## src/rtl/shift_seq_pkg.sv

```systemverilog
// Shared types and helpers for the shift-register command sequencer.
// The checker helpers are only exercised when SHIFT_SEQ_CHECK_EN is defined.
package shift_seq_pkg;

  typedef enum logic [2:0] {
    IDLE,
    LOAD,
    SHIFT,
    CAPTURE,
    DONE
  } state_t;

  localparam int MAX_W = 32;

  function automatic int cnt_width(input int width);
    return $clog2(width + 1);
  endfunction

  // Zero-fill shift on a wide word; callers truncate to their own width.
  function automatic logic [MAX_W-1:0] expected_shift(input logic [MAX_W-1:0] data,
                                                      input logic dir,
                                                      input int unsigned count);
    return dir ? (data << count) : (data >> count);
  endfunction

endpackage

```

## src/rtl/shift_seq_checker.sv

```systemverilog
// Self-check for the sequencer: predicts the shifted word at accept time and
// raises a sticky err if the register disagrees at capture. Used under SHIFT_SEQ_CHECK_EN.
module shift_seq_checker
  import shift_seq_pkg::*;
#(
  parameter int WIDTH = 4,
  parameter int CNT_W = 3
) (
  input  logic             clk,
  input  logic             rst_n,
  input  logic             accept,
  input  logic             capture,
  input  logic [WIDTH-1:0] data,
  input  logic             dir,
  input  logic [CNT_W-1:0] count,
  input  logic [WIDTH-1:0] sr_data,
  output logic             err
);

  logic [WIDTH-1:0] expected;

  always_ff @(posedge clk or negedge rst_n) begin
    if (!rst_n) begin
      expected <= '0;
      err      <= 1'b0;
    end else begin
      if (accept)
        expected <= WIDTH'(expected_shift(MAX_W'(data), dir, 32'(count)));
      if (capture && (sr_data != expected))
        err <= 1'b1;
    end
  end

endmodule

```

## src/rtl/shift_reg_sequencer.sv

```systemverilog
// Command sequencer driving a parallel-load bidirectional shift register and
// returning the shifted word. Optional self-check enabled by SHIFT_SEQ_CHECK_EN.
module shift_reg_sequencer
  import shift_seq_pkg::*;
#(
  parameter int WIDTH = 4,
  parameter int CNT_W = cnt_width(WIDTH)
) (
  input  logic             clk,
  input  logic             rst_n,
  input  logic             in_valid,
  output logic             in_ready,
  input  logic [WIDTH-1:0] in_data,
  input  logic             in_dir,
  input  logic [CNT_W-1:0] in_count,
  output logic [WIDTH-1:0] par_in,
  output logic             we_n,
  output logic             direction,
  input  logic [WIDTH-1:0] sr_data,
  output logic             res_valid,
  input  logic             res_ready,
  output logic [WIDTH-1:0] res_data,
  output logic             err
);

  state_t           state, next_state;
  logic [WIDTH-1:0] data_q;
  logic             dir_q;
  logic [CNT_W-1:0] count_q;
  logic [CNT_W-1:0] counter_q;
  logic [WIDTH-1:0] res_q;
  logic             accept;
  logic [CNT_W-1:0] count_clamped;

  assign accept        = in_valid && (state == IDLE);
  assign count_clamped = (in_count > CNT_W'(WIDTH)) ? CNT_W'(WIDTH) : in_count;

  always_ff @(posedge clk or negedge rst_n) begin
    if (!rst_n)
      state <= IDLE;
    else
      state <= next_state;
  end

  always_comb begin
    next_state = state;
    case (state)
      IDLE:    if (in_valid) next_state = LOAD;
      LOAD:    next_state = (count_q == '0) ? CAPTURE : SHIFT;
      SHIFT:   if (counter_q == CNT_W'(1)) next_state = CAPTURE;
      CAPTURE: next_state = DONE;
      DONE:    if (res_ready) next_state = IDLE;
      default: next_state = IDLE;
    endcase
  end

  // Result is sampled on the CAPTURE closing edge, before the register's next shift lands.
  always_ff @(posedge clk or negedge rst_n) begin
    if (!rst_n) begin
      data_q    <= '0;
      dir_q     <= 1'b0;
      count_q   <= '0;
      counter_q <= '0;
      res_q     <= '0;
    end else begin
      if (accept) begin
        data_q  <= in_data;
        dir_q   <= in_dir;
        count_q <= count_clamped;
      end
      if (state == LOAD)
        counter_q <= count_q;
      else if (state == SHIFT)
        counter_q <= counter_q - CNT_W'(1);
      if (state == CAPTURE)
        res_q <= sr_data;
    end
  end

  assign in_ready  = (state == IDLE);
  assign we_n      = (state != LOAD);
  assign par_in    = data_q;
  assign direction = dir_q;
  assign res_valid = (state == DONE);
  assign res_data  = res_q;

`ifdef SHIFT_SEQ_CHECK_EN
  shift_seq_checker #(
    .WIDTH(WIDTH),
    .CNT_W(CNT_W)
  ) u_checker (
    .clk    (clk),
    .rst_n  (rst_n),
    .accept (accept),
    .capture(state == CAPTURE),
    .data   (in_data),
    .dir    (in_dir),
    .count  (count_clamped),
    .sr_data(sr_data),
    .err    (err)
  );
`else
  assign err = 1'b0;
`endif

endmodule
```

## config.mk

```make
export PLATFORM = sky130hd
export DESIGN_NAME = shift_reg_sequencer
export DESIGN_NICKNAME = d
export VERILOG_FILES = /design/src/rtl/shift_seq_pkg.sv /design/src/rtl/shift_seq_checker.sv /design/src/rtl/shift_reg_sequencer.sv
export SDC_FILE = /design/constraint.sdc
export NUM_CORES = 1
export LEC_CHECK = 0
export CAP_MARGIN = 20
export CORE_MARGIN = 5
export CORE_UTILIZATION = 39
export DETAILED_ROUTE_END_ITERATION = 16
export PLACE_DENSITY = 0.77
export SETUP_SLACK_MARGIN = 0.1
export SLEW_MARGIN = 5
export SYNTH_ARGS = -nofsm -noshare
export SYNTH_HDL_FRONTEND = slang
export SYNTH_SLANG_ARGS = --single-unit
export TNS_END_PERCENT = 20
```

## constraint.sdc

```tcl
create_clock -name clk -period 1.4 [get_ports clk]
set_input_delay 0.28 -clock clk [delete_from_list [all_inputs] [get_ports clk]]
set_output_delay 0.28 -clock clk [all_outputs]
set_load 0.005 [all_outputs]
```

==> results.sh, run 1 <==
export IMPL_root_buffer="clkbuf_4"
export IMPL_grt_max_degree=19
export IMPL_synth_area_leaders="dfrtp_1 52%, mux2_4 10%, mux2_2 5.2%"
export IMPL_die_w_um=57.1
export IMPL_synth_cells=73
export IMPL_via_count=670
export IMPL_antenna_cells=0
export IMPL_max_freq_ghz=0.640
export IMPL_antenna_found_initial=0
export IMPL_mappedNetlistNets=91
export IMPL_post_route_util_pct=60.4
export IMPL_drtIter0Drc=15
export IMPL_fin_ws_ns=-0.162
export IMPL_seq_area_frac_synth_pct=52.0
export IMPL_synth_compound_area_share_pct=11.0
export IMPL_stdcell_count=138
export IMPL_initial_utilization_pct=39.9
export IMPL_final_cell_mix="17 x dfrtp_1, 15 x clkdlybuf4s50_1, 9 x dlygate4sd2_1"
export IMPL_yosysTopAreaCell="dfrtp_1"
export IMPL_synth_cell_types=24
export IMPL_met2WireLength_um=895
export IMPL_dieHeight_um=57.1
export IMPL_grt_pass1_wl_mm=3.54
export IMPL_place_ws_ns=-0.401
export IMPL_port_buffers=27
export IMPL_path_max_fanout=5
export IMPL_dieArea_mm2=0.00326
export IMPL_synth_mux_area_share_pct=15.6
export IMPL_first_global_vias=766
export IMPL_wl_per_cell_um=14.0
export IMPL_ctsHoldBuffers=0
export IMPL_grt_usage_pct=14.2
export IMPL_period_share_pct=112
export IMPL_period_needed_ns=1.56
export IMPL_nNetsFinal=129
export IMPL_startpoint_type="flip-flop"
export IMPL_fin_skew_ns=0.00642
export IMPL_drive_gt1_share_pct=36.4
export IMPL_vias_per_cell=4.86
export IMPL_synth_cell_area_um2=866
export IMPL_finalHoldViolations=0
export IMPL_rsz0062_at_grt="true"
export IMPL_p_leak_nw=0.616
export IMPL_cts_sinks=18
export IMPL_outcome="complete, but fails checks"
export IMPL_clk_pin_slew_worst_paths_ns=0.10
export IMPL_wl_met1_um=896
export IMPL_route_detailed_drc=0
export IMPL_p_per_area_mw_per_mm2=2220
export IMPL_gr_total_overflow=0
export IMPL_synth_avg_cell_area_um2=11.9
export IMPL_met3WireLength_um=86
export IMPL_power_mw=2.91
export IMPL_place_congestion=0.674
export IMPL_irDropWorstVdd_v=0.00112
export IMPL_clockBufferDepth=2
export IMPL_rows=17
export IMPL_io_pins=29
export IMPL_synth_top_family_by_area="multiplexers"
export IMPL_cts_buffers=3
export IMPL_htree_levels=1
export IMPL_arrival_ns=1.74
export IMPL_cp_end_kind="flip-flop"
export IMPL_synth_top_area_share_pct=52.0
export IMPL_fin_tns_setup_ns=-1.11
export IMPL_final_common_cell="dfrtp_1"
export IMPL_maxCapViolations=0
export IMPL_top_layer="met4"
export IMPL_dp_cells=129
export IMPL_core_area_mm2=0.00217
export IMPL_ys_ff_latch=18
export IMPL_first_pass_iters=4
export IMPL_yosys_area_share_simple_pct=12.6
export IMPL_area_growth_pct=51.3
export IMPL_crit_type="reg2reg"
export IMPL_drtAntennaViolNets=0
export IMPL_worstHoldPathType="in2async"
export IMPL_setup_viol=9
export IMPL_slew_viol_final=0
export IMPL_cp_required_ns=1.58
export IMPL_drt_wl_total_mm=1.93
export IMPL_clock_latency_ns=0.29
export IMPL_violations="setup timing"
export IMPL_synth_adder_area_share_pct=2.89
export IMPL_cts_tree="yes"
export IMPL_synthXorXnorAreaFrac_pct=0
export IMPL_synth_warnings=0
per-stage QoR:
step	area, um2	hold WS [ns]
final	1310	0.301
after global placement	1180	0.489
after global routing	1310	0.327
after floorplan	866	-0.0156
after detailed placement	1180	0.493
after CTS	1280	0.302
final timing paths:
check                            startpoint           to  slack, ns  depth (start not counted)
min in group clk                res_data[3]  res_data[3]       0.51                          1
worst min-delay path                  rst_n     state[2]       0.30                          2
worst min register to register  res_data[3]  res_data[3]       0.51                          1
max in group asynchronous             rst_n     state[2]       0.90                          2
worst max register to register     state[1]    direction      -0.16                          3
worst max-delay path               state[1]    direction      -0.16                          3
power by group:
group	switching, mW	internal (mW)
logic	0.642	0.983
clock network	0.154	0.158
registers	0.186	0.792
kinds of logic (layout without fill, tap and decap cells):
| logic type | Yosys count | after routing |
|---|---|---|
| AOI/OAI and AO/OA | 13 | 13 |
| adders and majority gates | 2 | 2 |
| buffers and inverters | 9 | 45 |
| DFF | 18 | 18 |
| muxes | 10 | 10 |
| other | 1 | 1 |
| and+or+nand+nor | 20 | 21 |
sequential cells by signal, summed over array words and instances, names as in the netlist:
name and cells:
par_in 4, counter_q 3, state 3, direction 1, count_q 3, res_data 4
worst max-delay path, cell delays in order, from the launching register on:
cell and delay (ns):
dfrtp_1 0.41, buf_6 0.13, or4b_4 0.59, mux2_4 0.32
synth_stat cells (all sizes together):
library cell,number
nand2,6
ha,2
a221oi,1
o2bb2a,1
buf,4
o21ai,3
conb,1
nand3b,2
nor3,1
dfrtp,18
a21oi,2
o22a,3
mux2,10
inv,4
clkbuf,1
nor2b,1
or4b,1
nor2,4
nand2b,5
a2bb2oi,2
a211oi,1
timing repair:
action,4_1_cts,5_1_grt
pin swaps,4,3
setup endpoints to repair,22,19
resized for setup,33,9
setup buffers,5,0
gates cloned,1,0
per-layer routing:
metal / GRT usage, % / up-vias
met5: 0 / -
met2: 19.9 / 21
met1: 19.1 / 318
met4: 10.9 / 0
li1: - / 327
met3: 2.71 / 4
area by class of cell:
cell class	instances	area, um2
clock buffer	4	36.3
tap	28	35.0
sequential	18	452
inverter	4	15.0
fill	186	860
timing repair buffer	37	338
multi-input combinational	47	434
Power figures use the tool's default switching activity.
==> run 2, diff against run 1 <==
--- a/config.mk
+++ b/config.mk
@@ -11,7 +11,7 @@
 export DETAILED_ROUTE_END_ITERATION = 16
 export PLACE_DENSITY = 0.77
 export SETUP_SLACK_MARGIN = 0.1
-export SLEW_MARGIN = 5
+export SLEW_MARGIN = 25
 export SYNTH_ARGS = -nofsm -noshare
 export SYNTH_HDL_FRONTEND = slang
 export SYNTH_SLANG_ARGS = --single-unit
==> results of run 2 <==
No change in the layout: final DEF, timing and power equal those of run 1.
